[src/rtl/axi_write_port_arbiter.sv]
// axi_write_port_arbiter
// Two-master AXI4 write-channel (AW/W/B) arbiter in front of a single RAM write port.
// Owns one transaction at a time, from the AW handshake through the B handshake.
// Round-robin by default. Define AXI_WARB_FIXED_PRIORITY_EN to make master 0 always
// win contention.
module axi_write_port_arbiter #(
   parameter int AXI_ADDR_WIDTH = 32,
   parameter int AXI_DATA_WIDTH = 32,
   parameter int AXI_ID_WIDTH   = 8
) (
   input  logic                        axi_clk,
   input  logic                        axi_resetn,
   // master 0
   input  logic [AXI_ADDR_WIDTH-1:0]   s0_aw_addr,
   input  logic [1:0]                  s0_aw_burst,
   input  logic [2:0]                  s0_aw_size,
   input  logic [AXI_ID_WIDTH-1:0]     s0_aw_id,
   input  logic [7:0]                  s0_aw_len,
   input  logic                        s0_aw_valid,
   output logic                        s0_aw_ready,
   input  logic [AXI_DATA_WIDTH-1:0]   s0_w_data,
   input  logic [AXI_DATA_WIDTH/8-1:0] s0_w_strb,
   input  logic                        s0_w_last,
   input  logic                        s0_w_valid,
   output logic                        s0_w_ready,
   output logic [1:0]                  s0_b_resp,
   output logic [AXI_ID_WIDTH-1:0]     s0_b_id,
   output logic                        s0_b_valid,
   input  logic                        s0_b_ready,
   // master 1
   input  logic [AXI_ADDR_WIDTH-1:0]   s1_aw_addr,
   input  logic [1:0]                  s1_aw_burst,
   input  logic [2:0]                  s1_aw_size,
   input  logic [AXI_ID_WIDTH-1:0]     s1_aw_id,
   input  logic [7:0]                  s1_aw_len,
   input  logic                        s1_aw_valid,
   output logic                        s1_aw_ready,
   input  logic [AXI_DATA_WIDTH-1:0]   s1_w_data,
   input  logic [AXI_DATA_WIDTH/8-1:0] s1_w_strb,
   input  logic                        s1_w_last,
   input  logic                        s1_w_valid,
   output logic                        s1_w_ready,
   output logic [1:0]                  s1_b_resp,
   output logic [AXI_ID_WIDTH-1:0]     s1_b_id,
   output logic                        s1_b_valid,
   input  logic                        s1_b_ready,
   // RAM write port
   output logic [AXI_ADDR_WIDTH-1:0]   m_aw_addr,
   output logic [1:0]                  m_aw_burst,
   output logic [2:0]                  m_aw_size,
   output logic [AXI_ID_WIDTH-1:0]     m_aw_id,
   output logic [7:0]                  m_aw_len,
   output logic                        m_aw_valid,
   input  logic                        m_aw_ready,
   output logic [AXI_DATA_WIDTH-1:0]   m_w_data,
   output logic [AXI_DATA_WIDTH/8-1:0] m_w_strb,
   output logic                        m_w_last,
   output logic                        m_w_valid,
   input  logic                        m_w_ready,
   input  logic [1:0]                  m_b_resp,
   input  logic [AXI_ID_WIDTH-1:0]     m_b_id,
   input  logic                        m_b_valid,
   output logic                        m_b_ready
);

   typedef enum logic [1:0] {IDLE, ADDR, DATA, RESP} state_t;

   state_t state_q, state_d;
   logic   grant_q, grant_d;            // 0 = master 0 owns the port, 1 = master 1
   logic   last_grant_q, last_grant_d;  // winner of the previous arbitration

   // State, grant and round-robin history registers; reset drops any transaction in flight
   always_ff @(posedge axi_clk or negedge axi_resetn) begin
      if (!axi_resetn) begin
         state_q      <= IDLE;
         grant_q      <= 1'b0;
         last_grant_q <= 1'b1;
      end else begin
         state_q      <= state_d;
         grant_q      <= grant_d;
         last_grant_q <= last_grant_d;
      end
   end

   // Arbitration in IDLE, then walk AW -> W (until last beat) -> B for the granted master
   always_comb begin
      state_d      = state_q;
      grant_d      = grant_q;
      last_grant_d = last_grant_q;
      unique case (state_q)
         IDLE: begin
            if (s0_aw_valid || s1_aw_valid) begin
`ifdef AXI_WARB_FIXED_PRIORITY_EN
               grant_d = !s0_aw_valid;
`else
               if (s0_aw_valid && s1_aw_valid) begin
                  grant_d = !last_grant_q;
               end else begin
                  grant_d = s1_aw_valid;
               end
`endif
               last_grant_d = grant_d;
               state_d      = ADDR;
            end
         end
         ADDR: begin
            if (m_aw_valid && m_aw_ready) begin
               state_d = DATA;
            end
         end
         DATA: begin
            if (m_w_valid && m_w_ready && m_w_last) begin
               state_d = RESP;
            end
         end
         RESP: begin
            if (m_b_valid && m_b_ready) begin
               state_d = IDLE;
            end
         end
         default: state_d = IDLE;
      endcase
   end

   // Combinational routing from the registered grant; each channel is only live in its own state
   always_comb begin
      m_aw_addr   = grant_q ? s1_aw_addr  : s0_aw_addr;
      m_aw_burst  = grant_q ? s1_aw_burst : s0_aw_burst;
      m_aw_size   = grant_q ? s1_aw_size  : s0_aw_size;
      m_aw_id     = grant_q ? s1_aw_id    : s0_aw_id;
      m_aw_len    = grant_q ? s1_aw_len   : s0_aw_len;
      m_aw_valid  = (state_q == ADDR) && (grant_q ? s1_aw_valid : s0_aw_valid);
      s0_aw_ready = (state_q == ADDR) && !grant_q && m_aw_ready;
      s1_aw_ready = (state_q == ADDR) &&  grant_q && m_aw_ready;

      m_w_data    = grant_q ? s1_w_data : s0_w_data;
      m_w_strb    = grant_q ? s1_w_strb : s0_w_strb;
      m_w_last    = grant_q ? s1_w_last : s0_w_last;
      m_w_valid   = (state_q == DATA) && (grant_q ? s1_w_valid : s0_w_valid);
      s0_w_ready  = (state_q == DATA) && !grant_q && m_w_ready;
      s1_w_ready  = (state_q == DATA) &&  grant_q && m_w_ready;

      s0_b_resp   = m_b_resp;
      s0_b_id     = m_b_id;
      s1_b_resp   = m_b_resp;
      s1_b_id     = m_b_id;
      s0_b_valid  = (state_q == RESP) && !grant_q && m_b_valid;
      s1_b_valid  = (state_q == RESP) &&  grant_q && m_b_valid;
      m_b_ready   = (state_q == RESP) && (grant_q ? s1_b_ready : s0_b_ready);
   end

endmodule

[config.mk]
export PLATFORM = sky130hd
export DESIGN_NAME = axi_write_port_arbiter
export DESIGN_NICKNAME = d
export VERILOG_FILES = /design/src/rtl/axi_write_port_arbiter.sv
export SDC_FILE = /design/constraint.sdc
export NUM_CORES = 1
export LEC_CHECK = 0
export ABC_AREA = 1
export BUFFER_PORTS_ARGS = -buffer_cell sky130_fd_sc_hd__buf_2
export CAP_MARGIN = 20
export CORE_AREA = 8 8 119 121
export DETAILED_ROUTE_END_ITERATION = 16
export DIE_AREA = 0 0 127 129
export GPL_TIMING_DRIVEN = 0
export PLACE_DENSITY_LB_ADDON = 0.3
export REMOVE_ABC_BUFFERS = 1
export SLEW_MARGIN = 20
export SYNTH_ARGS = -nofsm -noshare
export SYNTH_HDL_FRONTEND = slang
export SYNTH_SLANG_ARGS = --single-unit
[constraint.sdc]
create_clock -name axi_clk -period 2.7 [get_ports axi_clk]
set_clock_uncertainty 0.2 [all_clocks]
set_input_delay 0.54 -clock axi_clk [delete_from_list [all_inputs] [get_ports axi_clk]]
set_output_delay 0.54 -clock axi_clk [all_outputs]
set_load 0.02 [all_outputs]
-- Word level (Yosys, flattened, before mapping)
Cells that the tools add are included.
- bits in registers: 4
- output and inout bits: 119
- word-level logic and storage cells: 53
- equality and inequality tests: 7
- muxes and demuxes: 17
- reductions and logical operators: 26
- operators with widths (cell ; count):
    $mux 32 ; 2
    $logic_and 1x1->1 ; 20
    $mux 8 ; 2
    $mux 2 ; 5
    $ne 2x2->1 const B ; 4
    $pmux 2 s4 ; 1
    $mux 1 ; 5
    $eq 2x2->1 const B ; 2
    $mux 4 ; 1
    $reduce_and 4->1 ; 1
    $mux 3 ; 1
    $eq 2x1->1 const B ; 1
    $logic_not 1->1 ; 2
    $logic_not 2->1 ; 1
    $reduce_and 2->1 ; 1
    $logic_or 1x1->1 ; 1

-- Logic depth before layout (Yosys ltp)
- word-level depth: 6
- mapped depth: 9

-- Least setup slack after synthesis
OpenSTA, ideal clock, no wires.
- path type: register -> output
- from: register state_q[0]
- to: output s0_w_ready
- data arrival time: 1233 ps
- data required time: 1960 ps
- setup slack: 727 ps
- cell stages (with the launch flop): 5
- path buffers: 0
- cells stage by stage: dfrtp_1 > inv_1 > ha_1 > inv_1 > nor3_1
- word-level cells in the longest chain between the ends: 3
- RTL lines (what ; line ; text):
    start, declared ; 68 ; state_t state_q, state_d;
    start signal, assigned ; 79 ; state_q <= state_d;
    $eq 2x2->1 ; 140 ; s0_w_ready = (state_q == DATA) && !grant_q && m_w_ready;
    $logic_and 1x1->1 (2 in a row) ; 140 ;
    end, declared ; 25 ; output logic s0_w_ready,
No other way between the ends.

-- Worst setup path in the final report
- from: register grant_q
- to: output m_w_valid
- word-level cells in the longest chain between the ends: 2
- RTL lines (what ; line ; text):
    start, declared ; 69 ; logic grant_q, grant_d;
    start signal, assigned ; 80 ; grant_q <= grant_d;
    $mux 1 ; 139 ; m_w_valid = (state_q == DATA) && (grant_q ? s1_w_valid : s0_w_valid);
    $logic_and 1x1->1 ; 139 ;
    end, declared ; 58 ; output logic m_w_valid,
No other way between the ends.

==> impl_metrics.py <==
metrics = {
    "setup_path": {
        "arrival_ns": 1.80,
        "required_ns": 1.96,
        "cp-start-kind": "register",
        "critPathKind": "reg -> out",
        "critPathMaxFanout": 52,
        "crit_path_end_kind": "primary output",
    },
    "detailed_routing": {
        "vias": 2993,
        "post-route-drc-count": 0,
        "wl_per_cell_um": 13.8,
        "routed_wl_mm": 10.8,
        "drt_iter0_markers": 104,
        "first_pass_iters": 4,
        "viasPerCell": 3.84,
        "ant_nets": 0,
    },
    "finish": {
        "final_common_cell": "buf_2",
        "ff_latch_area_sq_um": 105,
        "multi_input_area_sq_um": 1280,
        "drive_gt1_share_pct": 48.0,
        "final_cell_mix": "289 x buf_2, 284 x nand2_1, 12 x inv_1",
        "final_core_util_pct": 25.9,
        "nNetsFinal": 836,
        "area.growth.synth_to_final_pct": 88.3,
        "fillers": 1426,
        "diodes": 0,
    },
    "synth": {
        "synth-edff-count": 0,
        "synth_area_per_cell_sq_um": 4.52,
        "yosys-top-cells-area": "nand2_1 63%, buf_4 9.3%, buf_2 5.3%",
        "synth_area_leader_cell": "nand2_1",
        "netlist_area_sq_um": 1700,
        "yosysSeqAreaShare_pct": 5.98,
        "yosys_warnings": 0,
        "synth_flop_cell": "dfrtp_1",
        "ys_types": 23,
        "ys_ff_latch": 4,
        "postSynth.asyncResetShare_pct": 100,
        "yosys.area.top_type_share_pct": 62.9,
        "synthCells": 375,
    },
    "global_routing": {
        "grt_max_degree": 96,
        "grt_antenna_before_repair": 0,
        "grt_pass1_vias": 2824,
        "grt_usage_pct": 11.6,
        "grt_overflow": 0,
        "grt_pass1_wl_mm": 15.3,
    },
    "sta": {
        "setup_viol": 0,
        "min_period_ns": 2.54,
        "hold_viol": 0,
        "hold_ws_ns": 0.274,
        "slew-limit-headroom_pct": 61.1,
        "tightest_slew_ns": 0.583,
        "grt_setup_unrepaired": "no",
        "fmax_mhz": 394,
        "maxSlewViolCount": 0,
        "finalCritPeriodShare_pct": 94.0,
    },
    "power_and_ir_drop": {
        "p_switching_uw": 2000,
        "p_seq_share_pct": 7.6,
        "leakagePower_uw": 0.00224,
        "ir_drop_mv": 1.01,
        "cell_internal_pwr_uw": 1150,
        "powerDensity_nw_per_um2": 988,
        "swShare_pct": 63.4,
        "clkPwrFrac_pct": 7.4,
        "comb_power_share_pct": 85.0,
    },
    "floorplanning": {
        "ios": 320,
        "dieArea_sq_um": 16400,
        "coreArea_sq_um": 12300,
        "fp-row-count": 41,
        "die_w_um": 127,
        "die_h_um": 129,
        "start_util_pct": 13.8,
    },
    "clock_network": {
        "cts_setup_buffers": 0,
        "cts_tree": "done",
        "cts.clk_slew.worst_paths_ns": 0.03,
        "cts_buffers": 3,
        "cts-root-buf": "clkbuf_16",
        "clk_latency_ns": 0.22,
        "htree_levels": 1,
        "cts_buffer_depth": 2,
        "cts_sinks": 4,
    },
    "run": {
        "drv_cap": 0,
    },
    "worst_hold_path": {
        "hp-class": "reg -> reg",
    },
    "run_status": {
        "outcome": "complete, no violations",
    },
    "placement": {
        "gp_congestion": 0.805,
        "hpwl_mm": 9.29,
        "io_buffers": 289,
    },
}
-- layer usage --
| metal | routed length, um | share of wire [%] | track usage (%) | vias up |
|---|---|---|---|---|
| met1 | 3680 | 34 | 10.9 | 1203 |
| li1 | - | - | - | 1601 |
| met3 | 1800 | 17 | 8.44 | 12 |
| met5 | 106 | 0.98 | 4.94 | - |
| met4 | 100 | 0.93 | 1.82 | 2 |
| met2 | 5090 | 47 | 20.0 | 175 |
-- flip-flops by register name, summed over array words and instances, names as in the netlist --
| signal | flops |
|---|---|
| last_grant_q | 1 |
| grant_q | 1 |
| state_q | 2 |
-- power groups by stage --
stage               combinational, uW  clock, uW  sequential, uW
floorplan                        1680          0             249
CTS                              2730        237             236
global route                     2950        243             261
global placement                 2680          0             334
finish                           2680        234             240
detailed placement               2720          0             229
-- path summary, 6_finish.rpt --
path                               from      endpoint  slack, ns  depth (start not counted)
max                             grant_q     m_w_valid       0.16                          6
min                        last_grant_q  last_grant_q       0.27                          2
max reg2reg                     grant_q    state_q[1]       0.69                          8
min reg2reg                last_grant_q  last_grant_q       0.27                          2
max in group asynchronous    axi_resetn  last_grant_q       1.64                          2
min in group asynchronous    axi_resetn    state_q[1]       0.46                          2
-- cell families (layout without fill, tap and decap cells) --
logic type	count (synthesis)	after routing	synth area share, %
adders and majority gates	5	5	3.69
buffers and inverters	54	308	18.5
DFF	4	4	5.98
and+or+nand+nor	306	306	69.4
AOI/OAI and AO/OA	6	6	2.36
-- per-stage QoR --
step	setup TNS (ns)	cell area, sq um	total power (uW)	cells	setup WS [ns]
floorplan	-80.57	1430	1930	334	-1.18
global placement	-234.50	3070	3020	773	-2.54
detailed placement	-0.0611	3090	2950	774	-0.0602
CTS	0	3180	3200	779	0.00800
global route	0	3190	3460	779	0.0104
finish	0	3190	3150	779	0.162
-- critical path: stages, from the launching register on --
cell and delay, ns:
dfrtp_4 0.79, buf_12 0.30, nand2_1 0.08, inv_1 0.06
nor2_1 0.05, nor2_1 0.11, buf_2 0.18
-- cells in the mapped netlist, types with 2 or more instances --
cell / number
buf_2: 18
buf_4: 21
dfrtp_1: 3
ha_1: 5
inv_1: 12
nand2_1: 284
nand2_2: 2
nand3_1: 4
nand4_1: 2
nor2_1: 6
nor3_1: 5
o21ai_0: 2
-- what timing repair did --
action,4_1_cts,5_1_grt
hold buffers,1,0
setup endpoints to repair,95,5
endpoints found under the hold margin,3,0
gates resized for setup,2,2
-- area by class of cell --
class / count / area share [%]
Tap cell: 150 / 5.88
Clock buffer: 4 / 2.47
Sequential cell: 4 / 3.29
Inverter: 13 / 2.04
Timing Repair Buffer: 291 / 46.2
Multi-Input combinational cell: 317 / 40.1
Note: power is estimated with default switching activity, not from simulation.
